## src/rtl/aes_pkg.sv

```systemverilog
// aes_pkg: shared AES block type, AddRoundKey FSM states and block width
package aes_pkg;
  localparam int AES_BLOCK_W = 128;
  typedef logic [AES_BLOCK_W-1:0] aes_block_t;
  typedef enum logic [1:0] {IDLE, RUN, DONE} addkey_state_e;
endpackage

```

## src/rtl/xor_lane.sv

```systemverilog
// xor_lane: combinational W-bit XOR of two lane operands
module xor_lane #(
  parameter int W = 32
) (
  input  logic [W-1:0] i_a,
  input  logic [W-1:0] i_b,
  output logic [W-1:0] o_y
);
  assign o_y = i_a ^ i_b;
endmodule

```

## src/rtl/add_key.sv

```systemverilog
// add_key: multi-cycle AES AddRoundKey, one lane per clock, MS lane first
module add_key import aes_pkg::*; #(
  parameter int LANE_W = 32
) (
  input  logic         clk,
  input  logic         rst,
  input  logic         start,
  input  logic [127:0] in,
  input  logic [127:0] key,
  output logic         finish,
  output logic [127:0] addkey
);
  localparam int NL = AES_BLOCK_W / LANE_W;
  localparam int IW = NL > 1 ? $clog2(NL) : 1;
  addkey_state_e r_state;
  logic [IW-1:0] r_idx;
  aes_block_t r_in, r_key, r_res;
  logic r_fin;
  logic [7:0] w_pos;
  logic [LANE_W-1:0] w_a, w_b, w_x;
  logic w_acc, w_last;
  assign w_acc = start && r_state != RUN;
  assign w_last = r_idx == IW'(NL - 1);
  assign w_pos = 8'((NL - 1 - int'(r_idx)) * LANE_W);
  assign w_a = r_in[w_pos +: LANE_W];
  assign w_b = r_key[w_pos +: LANE_W];
  xor_lane #(.W(LANE_W)) u_xor (.i_a(w_a), .i_b(w_b), .o_y(w_x));
  assign finish = r_fin;
  assign addkey = r_res;
  // accept latches operands; RUN writes one lane per edge and flags DONE on the last
  always_ff @(posedge clk or posedge rst)
    if (rst) begin
      r_state <= IDLE;
      r_idx <= '0;
      r_in <= '0;
      r_key <= '0;
      r_res <= '0;
      r_fin <= 1'b0;
    end else if (w_acc) begin
      r_state <= RUN;
      r_idx <= '0;
      r_in <= in;
      r_key <= key;
      r_res <= '0;
      r_fin <= 1'b0;
    end else if (r_state == RUN) begin
      r_res[w_pos +: LANE_W] <= w_x;
      r_idx <= w_last ? '0 : r_idx + 1'b1;
      r_state <= w_last ? DONE : RUN;
      r_fin <= w_last;
    end
endmodule

```

## config.mk

```make
export PLATFORM = sky130hd
export DESIGN_NAME = add_key
export DESIGN_NICKNAME = d
export VERILOG_FILES = /design/src/rtl/aes_pkg.sv /design/src/rtl/xor_lane.sv /design/src/rtl/add_key.sv
export SDC_FILE = /design/constraint.sdc
export NUM_CORES = 1
export LEC_CHECK = 0
export CORE_MARGIN = 2
export CORE_UTILIZATION = 50
export DETAILED_ROUTE_END_ITERATION = 10
export HOLD_SLACK_MARGIN = 0.06
export PLACE_DENSITY = 0.8
export SLEW_MARGIN = 20
export SYNTH_ARGS = -nofsm -noshare
export SYNTH_HDL_FRONTEND = slang
export SYNTH_SLANG_ARGS = --single-unit
```

## constraint.sdc

```tcl
create_clock -name clk -period 17.9 [get_ports clk]
set_input_delay 1.79 -clock clk [delete_from_list [all_inputs] [get_ports clk]]
set_output_delay 1.79 -clock clk [all_outputs]
set_load 0.1 [all_outputs]
```

# Yosys cells after proc, flatten, opt, wreduce, memory -nomap -nowiden
# Index checks and enable logic that the tools add are counted.
[totals] regBits=389 inputBits=259 output_inout_bits=129 word_cells=30
[classes] addsub=3 eq_ne=3 shifts=4 mux=11 n_bitwise=1 reduce_logical=2
[op_table] cell="2-to-1 mux 128 bit" n=2
[op_table] cell="variable part select 128 x 9 -> 32 bit" n=2
[op_table] cell="bitwise mux 128 bit" n=1
[op_table] cell="variable shift 32 x 10 -> 128 bit, first input constant" n=1
[op_table] cell="variable part select 32 x 10 -> 128 bit" n=1
[op_table] cell="bitwise XOR 32 bit" n=1
[op_table] cell="2-to-1 mux 2 bit" n=6
[op_table] cell="negator 8 -> 10 bit" n=1
[op_table] cell="subtractor 2 x 2 -> 3 bit, first input constant" n=1
[op_table] cell="adder 2 x 1 -> 2 bit, second input constant" n=1
[op_table] cell="== test 2 x 1 -> 1 bit, second input constant" n=1
[op_table] cell="== test 2 bit, second input constant" n=1
[op_table] cell="2-to-1 mux 1 bit" n=2
[op_table] cell="!= test 2 x 1 -> 1 bit, second input constant" n=1
[op_table] cell="nonzero test 2 bit" n=1
[op_table] cell="logical AND 1 bit" n=1

# Longest topological paths before layout
# Gate-level depths: netlist (run 1).
[logic_depth] word_depth=7 mapped_depth=8 mapped_depth_nobuf=5

# Modules after synthesis
# Synthesis (run 1) repeated with hierarchy kept, for this count alone.
[hier_totals] hier_cells=966 area_unflattened_um2=15997.8
[modules_own_cells] mod="add_key" n_inst=1 cells_each=934 area_per_inst_um2=15717.6 seq_area_each_um2=9709.3
[modules_own_cells] mod="xor_lane" n_inst=1 cells_each=32 area_per_inst_um2=280.3 seq_area_each_um2=0.0

# Worst setup path before layout (run 1)
# No wires, ideal clock.
[synth_path] path_kind="input-to-reg" from="in start" to="reg r_in[0]" setup_time_ps=127 arrival_time_ps=2715 required_time_ps=17773 path_slack_ps=15058 cell_stages=5 path_buffers=3 cell_sequence="buf_4 nand2_1 buf_4 buf_6 mux2_1"
[synth_between] elab_chain_cells=1
[synth_lines] item="start, declared" line_no="add_key.sv:7" rtl="input logic start,"
[synth_lines] item="logical AND 1 bit" line_no="add_key.sv:22" rtl="assign w_acc = start && r_state != RUN;"
[synth_lines] item="end signal, assigned" line_no="add_key.sv:42" rtl="r_in <= in;"
[synth_lines] item="end, declared" line_no="add_key.sv:17" rtl="aes_block_t r_in, r_key, r_res;"
# No other way between the ends.
# A chain may end at the register's enable or synchronous reset.

# Final worst setup path (run 1)
[layout_path] from="in start" to="reg r_key[103]"
[layout_between] elab_chain_cells=1
[layout_lines] item="logical AND 1 bit" line_no="add_key.sv:22"
[layout_lines] item="end signal, assigned" line_no="add_key.sv:43" rtl="r_key <= key;"
[layout_lines] item="end, declared" line_no="add_key.sv:17"
# No other way between the ends.

==> impl_results.md, run 1 <==
* Period utilization at 0.2785
* Final number of setup-violating endpoints at 0
* DR vias/cell at 5.253
* Die height at 184.4 µm
* CTS Buffer Depth at 3
* Sink Count at 388
* Layout Skew at 0.008076 ns
* Worst path cell trace: clkdlybuf4s50_1 -> nand2_4 -> buf_4 -> buf_4 -> mux2_1
* Hold Crit Class: reg -> reg
* Most common cell in the netlist: dfrtp_1
* Maximum clock frequency at 200.6 MHz
* Detail Route Antenna Nets at 0
* Critical path arrival at 5.37 ns
* CTS tree: built
* Synth Instances at 1,054
* Crit path top cell by count: buf_4
* Critical-path maximum fanout at 72
* CTS buffer count at 41
* Worst-path clk slew at 0.06 ns
* Syn nets at 1,317
* Crit Path Class: in -> reg
* Yosys warns at 0
* Final setup TNS at 0 ns
* Area added between synthesis and finish at 33.33%
* Terminus of the critical flop-to-flop path: r_key[103]$_DFFE_PP0P_
* Detailed Routing Iterations Pass 1 at 4
* Async set-reset flop share out of synthesis at 1.000
* Status: complete, no violations
* Netlist Area Pre-Place at 16,280 µm²
* IO Port Bufs at 387
* Crit start category: primary input
* Top Family by Delay on Critical Path: buffers and inverters
* Sequential area share after synthesis at 0.5966
* Largest stage delay on the critical path at 0.86 ns
* Setup bufs post-CTS at 0
* Sum of buffers and inverters on the critical path at 3
* Initial Utilization at 0.5041
* Max_slew headroom at 0.2736
* Drt first-iter violations at 386
* Hold_sp: addkey[113]$_DFFE_PP0P_
* Rows at 66
* Via count at 10,049
* Synth unique cells at 28
* HPWL after DPL at 26,730 µm
* Final hold violation count at 0
* FF+latch count, synth at 388
* Top post-synthesis cells by area: dfrtp_1 (60%), mux2_1 (17%), xor2_1 (6.9%)
* Die W at 184.4 µm
* Min Tclk post-route at 4.985 ns
* Drt total wl at 39,870 µm
* Pin count of the biggest net entering global routing at 192
* Initial antenna violation count at 6
* Avg WL per Cell at 20.84 µm
* Syn Area/Cell at 15.44 µm²
* Largest area contributor in the netlist: dfrtp_1
* Worst slew pin tran at 1.086 ns
* Hold Path Stages at 1
* Total congestion overflow at 0
* CP max-delay cell: buf_4
* Cts repair resizes at 0
* Element type at the critical path end: flip-flop
* RSZ-0062 raised after global routing: false
* CP required at 18.29 ns
* Residual DRC count at 0
* FF-to-FF setup slack at 14.39 ns
* Max-cap violation count at 0
* Skew-Pair Late Insertion Delay at 0.52 ns
* Top FF cell, synth: dfrtp_1
* Nets at 1,701
* Total die area at 34,010 µm²
* Pins over their slew limit at 0
* Area of the core at 32,290 µm²
* Reg2reg path depth at 5
* R2r startpoint: r_state[1]$_DFFE_PP0P_
* Root buffer cell: clkbuf_16
* First-pass GRT wire length at 61,890 µm
* H-tree depth at 2
* Most common library cells after synthesis: dfrtp_1 (388), mux2_1 (240), xor2_1 (128)
* Hold Path End: addkey[113]$_DFFE_PP0P_
* Post-synth EDFFs at 0
* Vias in the first global route at 11,074
* Global Route Usage Sum at 0.2357
* Fraction of final layout cells with drive strength greater than 1 at 0.07902
* Yosys top cell area share at 0.5966
* Post-CTS Hold Buffers at 0
* Routability cong. at 0.7546
* IO Pins at 388
## worst max-delay path by stage
stage	startpoint	endpoint	slack [ns]	cells past startpoint
floorplan	rst	addkey[0]$_DFFE_PP0P_	5.33	1
global placement	start	r_key[24]$_DFFE_PP0P_	12.50	5
detailed placement	start	r_key[37]$_DFFE_PP0P_	12.41	5
CTS	start	r_key[37]$_DFFE_PP0P_	12.95	5
global route	start	r_key[110]$_DFFE_PP0P_	12.76	5
finish	start	r_key[103]$_DFFE_PP0P_	12.91	5
## layout by cell type (no fill, tap or decap)
cell	instances
and2b_1	1
and4bb_2	1
buf_12	1
buf_16	1
buf_4	13
bufinv_16	2
clkbuf_1	7
clkbuf_16	41
clkbuf_8	8
clkdlybuf4s50_1	387
clkinv_2	13
clkinvlp_4	2
dfrtp_1	388
diode_2	3
ha_1	4
inv_1	2
inv_4	1
inv_8	1
mux2_1	240
mux2_2	16
mux2i_1	64
mux2i_4	4
nand2_1	2
nand2_4	1
nand2b_2	1
nand3_1	2
nand4_1	1
nand4b_1	1
nor2_1	1
nor2b_1	1
o21a_1	1
o21ai_0	1
o2bb2ai_1	118
o2bb2ai_2	10
o31ai_1	2
or3_1	1
xor2_1	128
## worst reg2reg max path: stages, from the launching register on
cell      delay (ns)
dfrtp_1         0.42
nand2b_2        0.26
nand2_4         0.50
buf_4           0.83
buf_4           0.93
mux2_1          0.46
## layer usage
metal | track usage | up-vias | share of wire
li1 | - | 4558 | -
met4 | 0.07584 | 6 | 0.030
met2 | 0.3937 | 316 | 0.48
met3 | 0.08635 | 76 | 0.090
met1 | 0.2839 | 5093 | 0.40
met5 | 0 | - | 0.00093
## sequential cells by signal, summed over array words and instances, names as in the netlist
register	flops
r_idx	2
addkey	128
r_state	2
r_in	128
r_key	128
## metrics by stage
| stage | instances | util | instance area (µm²) | hold WS [ns] | worst slack [ns] |
|---|---|---|---|---|---|
| floorplan | 1054 | - | 16280 | 0.4842 | 5.326 |
| global placement | 1836 | 0.6307 | 20360 | 0.4711 | 12.50 |
| detailed placement | 1836 | 0.6307 | 20360 | 0.4724 | 12.41 |
| CTS | 1909 | 0.6710 | 21670 | 0.4905 | 12.95 |
| global route | 1913 | 0.6721 | 21700 | 0.4985 | 12.76 |
| finish | 1913 | 0.6721 | 21700 | 0.4835 | 12.91 |
## layout make-up
type / instances / area (µm²)
fill: 2334 / 10590
sequential: 388 / 9709
multi-input combinational: 601 / 6085
timing repair buffer: 402 / 4019
clock buffer: 56 / 1162
tap: 442 / 553.0
clock inverter: 17 / 140.1
inverter: 4 / 25.02
antenna: 3 / 7.507
## cells by family (layout without fill, tap and decap cells)
group | Yosys count | in the layout | synth area share
DFF | 388 | 388 | 0.5966
muxes | 324 | 324 | 0.2212
AOI/OAI and AO/OA | 132 | 132 | 0.07442
xor gates and xnor gates | 128 | 128 | 0.06888
buffers and inverters | 65 | 479 | 0.03083
and+or+nand+nor | 13 | 13 | 0.004998
adders and majority gates | 4 | 4 | 0.003075
other | 0 | 3 | 0
Power of run 1 is not shown: default switching activity piles up to over one toggle a cycle in this logic, so the estimate is an artifact.
==> run 2, diff against run 1 <==
Settings changed: CORE_UTILIZATION 50 to 45, PLACE_DENSITY 0.8 to 0.76.
Clock period 17.9 ns to 4.2 ns, I/O delays scaled along.
==> run 2 against run 1 <==
Against the previous run:
- utilization down 5.7 points
- critical path depth down 4
- first-iteration DRC count up 9.3%
- cell area up 0.80%
- sequential share of layout area down 0.35 points
- global-route usage down 1.9 points
- count of clock-buffer cells in the layout up 7
- die area up 11%
- worst hold slack worse by 0.19 ns
- worst setup slack worse by 11 ns
- flip-flop and latch count unchanged
==> impl_results.md, run 2 (synthesized netlist as in run 1, its figures left out) <==
* Terminus of the critical flop-to-flop path: addkey[68]$_DFFE_PP0P_
* Post-CTS Hold Buffers at 0
* Hold slack at 0.2902 ns
* Die height at 194.2 µm
* Vias in the first global route at 11,192
* Reg2reg path depth at 5
* Sink Count at 388
* Nets at 1,709
* Root buffer cell: clkbuf_16
* Initial Utilization at 0.4576
* Drt total wl at 40,430 µm
* Min Tclk post-route at 2.628 ns
* Total congestion overflow at 0
* Status: complete, no violations
* Period utilization at 0.6258
* Sum of buffers and inverters on the critical path at 1
* Initial antenna violation count at 3
* HPWL after DPL at 27,760 µm
* Via count at 10,149
* Cts repair resizes at 0
* Detailed Routing Iterations Pass 1 at 4
* Residual DRC count at 0
* Worst path cell trace: clkdlybuf4s50_1
* Fraction of final layout cells with drive strength greater than 1 at 0.07959
* Critical path arrival at 2.21 ns
* Post-DP Area at 20,530 µm²
* Total die area at 37,710 µm²
* R2r startpoint: r_idx[1]$_DFFE_PP0P_
* Avg WL per Cell at 20.92 µm
* Final hold violation count at 0
* Final Util at 0.6150
* Area added between synthesis and finish at 34.39%
* FILL cells at 2,712
* Maximum clock frequency at 380.5 MHz
* H-tree depth at 2
* Final setup TNS at 0 ns
* Crit Path Class: reg -> out
* Layout Skew at 0.009807 ns
* Setup bufs post-CTS at 0
* FF-to-FF setup slack at 1.70 ns
* Pins over their slew limit at 0
* Top Family by Delay on Critical Path: buffers and inverters
* Global Route Usage Sum at 0.2167
* Pin count of the biggest net entering global routing at 125
* Element type at the critical path end: primary output
* First-pass GRT wire length at 63,740 µm
* Routability cong. at 0.7823
* Die W at 194.2 µm
* CTS Buffer Depth at 3
* Crit start category: flip-flop
* Seq. cell area at 9709 µm²
* DR vias/cell at 5.250
* CTS tree: built
* Detail Route Antenna Nets at 0
* Worst-path clk slew at 0.06 ns
* Commonest non-fill, non-tap cells in the layout: dfrtp_1 (388), clkdlybuf4s50_1 (387), mux2_1 (240)
* IO Port Bufs at 387
* Rows at 69
* RSZ-0062 raised after global routing: false
* CTS buffer count at 42
* Area of the core at 35,570 µm²
* IO Pins at 388
* Worst slew pin tran at 1.116 ns
* Hold Crit Class: in -> async
* Skew-Pair Late Insertion Delay at 0.55 ns
* CP max-delay cell: clkdlybuf4s50_1
* Largest stage delay on the critical path at 1.25 ns
* Critical-path maximum fanout at 5
* Final number of setup-violating endpoints at 0
* Final instance area at 21,870 µm²
* CP required at 3.78 ns
* Drt first-iter violations at 422
* Max-cap violation count at 0
* Max_slew headroom at 0.2538
* Commonest non-fill, non-tap cell in the layout: dfrtp_1
* Area of the multi-input gates at 6090 µm²
run 2: cell types whose count changed in the layout (fill, tap and decap cells not counted), sizes merged:
cell	before	now
buf	15	22
bufinv	2	1
clkbuf	56	63
clkinv	13	4
clkinvlp	2	1
diode	3	2
inv	4	3
run 2: cell type report:
cell class              count  share of cell area
multi-input cells         601              0.2784
clock buffers              63             0.05869
diodes                      2           0.0002288
well taps                 461             0.02637
inverters                   4           0.0009724
repair buffers            409              0.1890
clock inverters             5            0.002460
flip-flops and latches    388              0.4439
run 2: per-layer routing:
layer | GRT usage | routed length (µm) | vias up
met5 | 0 | 0 | -
met1 | 0.2686 | 16730 | 5181
met3 | 0.07619 | 3253 | 75
li1 | - | - | 4570
met4 | 0.07071 | 1123 | 0
met2 | 0.3549 | 19320 | 323
run 2: how the worst max path moves through the flow:
stage                           start               endpoint  slack [ns]  cells after the start
2_1_floorplan                     rst  addkey[0]$_DFFE_PP0P_       -1.44                      1
3_3_place_gp                    start  r_key[14]$_DFFE_PP0P_        1.39                      4
3_5_place_dp                    start  r_key[14]$_DFFE_PP0P_        1.32                      4
4_1_cts        r_state[1]$_DFFE_PP0P_                 finish        1.53                      1
5_1_grt        r_state[1]$_DFFE_PP0P_                 finish        1.51                      1
6_report       r_state[1]$_DFFE_PP0P_                 finish        1.57                      1
run 2: through the flow:
stage / cells / worst slack [ns]
final: 1933 / 1.572
after CTS: 1931 / 1.528
after global placement: 1862 / 1.385
after detailed placement: 1863 / 1.317
after floorplan: 1054 / -1.438
after global routing: 1933 / 1.512
Power of run 2 is left out for the same reason.
==> RTL edit, RTL diff (config.mk and constraints of run 2) <==
The 3 states of `addkey_state_e` get a one-hot encoding in 3 bits.
--- a/src/rtl/aes_pkg.sv
+++ b/src/rtl/aes_pkg.sv
@@ -3,5 +3,5 @@
   localparam int AES_BLOCK_W = 128;
   typedef logic [AES_BLOCK_W-1:0] aes_block_t;
-  typedef enum logic [1:0] {IDLE, RUN, DONE} addkey_state_e;
+  typedef enum logic [2:0] {IDLE = 3'b001, RUN = 3'b010, DONE = 3'b100} addkey_state_e;
 endpackage
 
Function: same outputs for any inputs over 4 cycles, from zero or initial values and one cycle with rst high; so few cycles prove little.
==> RTL edit against run 2 <==
First-iteration DRC count fell by 7.6%. Largest cell class unchanged. Critical path depth unchanged. Sequential cell count is 1 higher. Wire length decreased by 0.24%. Design area grew 0.19%. Worst setup slack worse by 21 ps. Global-route usage down 0.16 points. Area after synthesis is 0.37% lower.
==> RTL edit: results (changes against run 2) <==
[clock_network]
cts-htree-levels = 2  ; unchanged
cts.reportedPaths.clkPinSlew_ps = 60  ; about the same
post-cts-setup-buffer-count = 0  ; unchanged
tritoncts.num_buffers = 42  ; unchanged
cts.repair.resized = 0  ; unchanged
cts.path.max_buffers = 3  ; unchanged
clockRootBuffer = clkbuf_16
clk-insertion-delay-late_ps = 540

[global_route]
grt_util_all_layers_pct = 21.5  ; -0.16 points
grt_first_pass_wirelength_microns = 63700  ; about the same
antenna_found_initial = 10  ; +7
grt_remaining_overflow = 0  ; unchanged
grt_start_max_net_pins = 161  ; +29%
grt_pass1_vias = 11200  ; +0.0089%

[power_and_ir_drop]
power_report.internal_total_uw = 11700
vdd.ir_drop.worst_uv = 758
leak_pwr_uw = 0.00946

[critical_path]
regToRegSetupSlack_ps = 1770  ; +70 ps
critical_path.top_delay_family = buffers and inverters
regToRegEndpoint = addkey[127]
arrival_ps = 2230  ; +20 ps
cpMaxStageDelayCell = clkdlybuf4s50_1
reg2reg_from = r_idx[1]
crit_path_start = r_state[2]
worst-path-max-fanout = 4  ; -1
worst_path_largest_cell_delay_ps = 1240
worstRegToRegCells = 4  ; -1
crit_end = finish

[outcome]
status = finished, final reports clean

[cells_and_area]
layout_cells_sized_above_1_pct = 22.5  ; +14 points
layout.nets = 1706  ; -0.18%
layout.filler_cells = 2719  ; +0.26%

[routing]
firstDrtPassIters = 4  ; unchanged
antenna_left = 0  ; unchanged
route.detailed.wl_per_inst_microns = 20.7  ; -0.86%
drt-vias-per-instance = 5.19  ; -1.1%
dr.first_iter.drc_count = 390  ; -7.6%

[synth]
synth_seq_area_share_pct = 60.0  ; +0.38 points
mappedNetlistNets = 1318  ; +0.076%
postSynth.asyncResetShare_pct = 100  ; unchanged
synth_warnings = 0  ; unchanged
ys_top_cells_by_area = dfrtp_1 60%, mux2_2 16%, mux2i_1 4.1%
yosys.cell_types.count = 27  ; -3.6%
synth.top_cells.by_count = 388 x dfrtp_1, 236 x mux2_2, 67 x mux2i_1

[place]
gp_congestion = 0.785  ; +0.31%
io_buffers = 387  ; unchanged
detailedPlacementHpwl_microns = 26900  ; -3.1%
post-place-ws_ps = 1430  ; +110 ps

[timing]
skew_ps = 17.5  ; +7.69 ps
timing.slew.headroom_pct = 28.7  ; +3.3 points

[min_path]
path_type_of_the_worst_min_delay_path = in2async

## RTL edit: logic make-up (layout without fill, tap and decap cells)
group | after synthesis | in the layout | synth area share [%]
AOI/OAI and AO/OA | 132 | 132 | 7.10
xor gates and xnor gates | 128 | 128 | 6.91
adders and majority gates | 4 | 4 | 0.309
buffers and inverters | 65 | 484 | 2.99
DFF | 389 | 389 | 60.0
muxes | 324 | 324 | 22.0
other | 0 | 10 | 0
and+or+nand+nor | 13 | 13 | 0.648
## RTL edit: final cells by class
type	count	share of cell area, %
Sequential cell	389	44.4
Multi-Input combinational cell	601	27.7
Timing Repair Buffer	404	18.5
Clock buffer	60	5.57
Tap cell	461	2.63
Clock inverter	15	1.00
Inverter	5	0.114
Antenna cell	10	0.114
## RTL edit: per-stage QoR
| stage | hold slack [ps] | area [sq um] | utilization, % | setup TNS, ps | cells |
|---|---|---|---|---|---|
| 2_1_floorplan | 466 | 16200 | - | -563040 | 1055 |
| 3_3_place_gp | 471 | 20400 | 57.5 | 0 | 1860 |
| 3_5_place_dp | 473 | 20400 | 57.5 | 0 | 1860 |
| 4_1_cts | 441 | 21900 | 61.5 | 0 | 1935 |
| 5_1_grt | 461 | 21900 | 61.6 | 0 | 1945 |
| 6_report | 456 | 21900 | 61.6 | 0 | 1945 |
## RTL edit: worst min path at each step
stage / from / to / slack [ps] / cells past startpoint
after global routing: key[4] / r_key[4] / 460 / 2
after floorplan: r_state[1] / r_state[1] / 470 / 1
after CTS: key[4] / r_key[4] / 440 / 2
after detailed placement: addkey[117] / addkey[117] / 470 / 1
final: rst / r_key[98] / 460 / 3
after global placement: addkey[45] / addkey[45] / 470 / 1
## RTL edit: power groups by stage
stage / clock, uW / sequential [uW] / combinational [uW]
3_3_place_gp: 0 / 6620 / 9980
3_5_place_dp: 0 / 6690 / 10200
2_1_floorplan: 0 / 9760 / 4640
5_1_grt: 4070 / 6870 / 10700
4_1_cts: 3920 / 6650 / 10200
6_report: 3810 / 6650 / 10100
## RTL edit: worst reg2reg max path, cell delays in order, from the launching register on
cell and delay, ps:
dfrtp_1 430, inv_4 490, buf_4 810, mux2i_1 460, o2bb2ai_1 120
## RTL edit: routing by layer
metal  up-vias  GRT usage (%)  wire (microns)
met4         0           8.89            1400
li1       4579              -               -
met3        80           5.11            2290
met2       255           37.1           20400
met5         -              0               0
met1      5184           25.9           16200
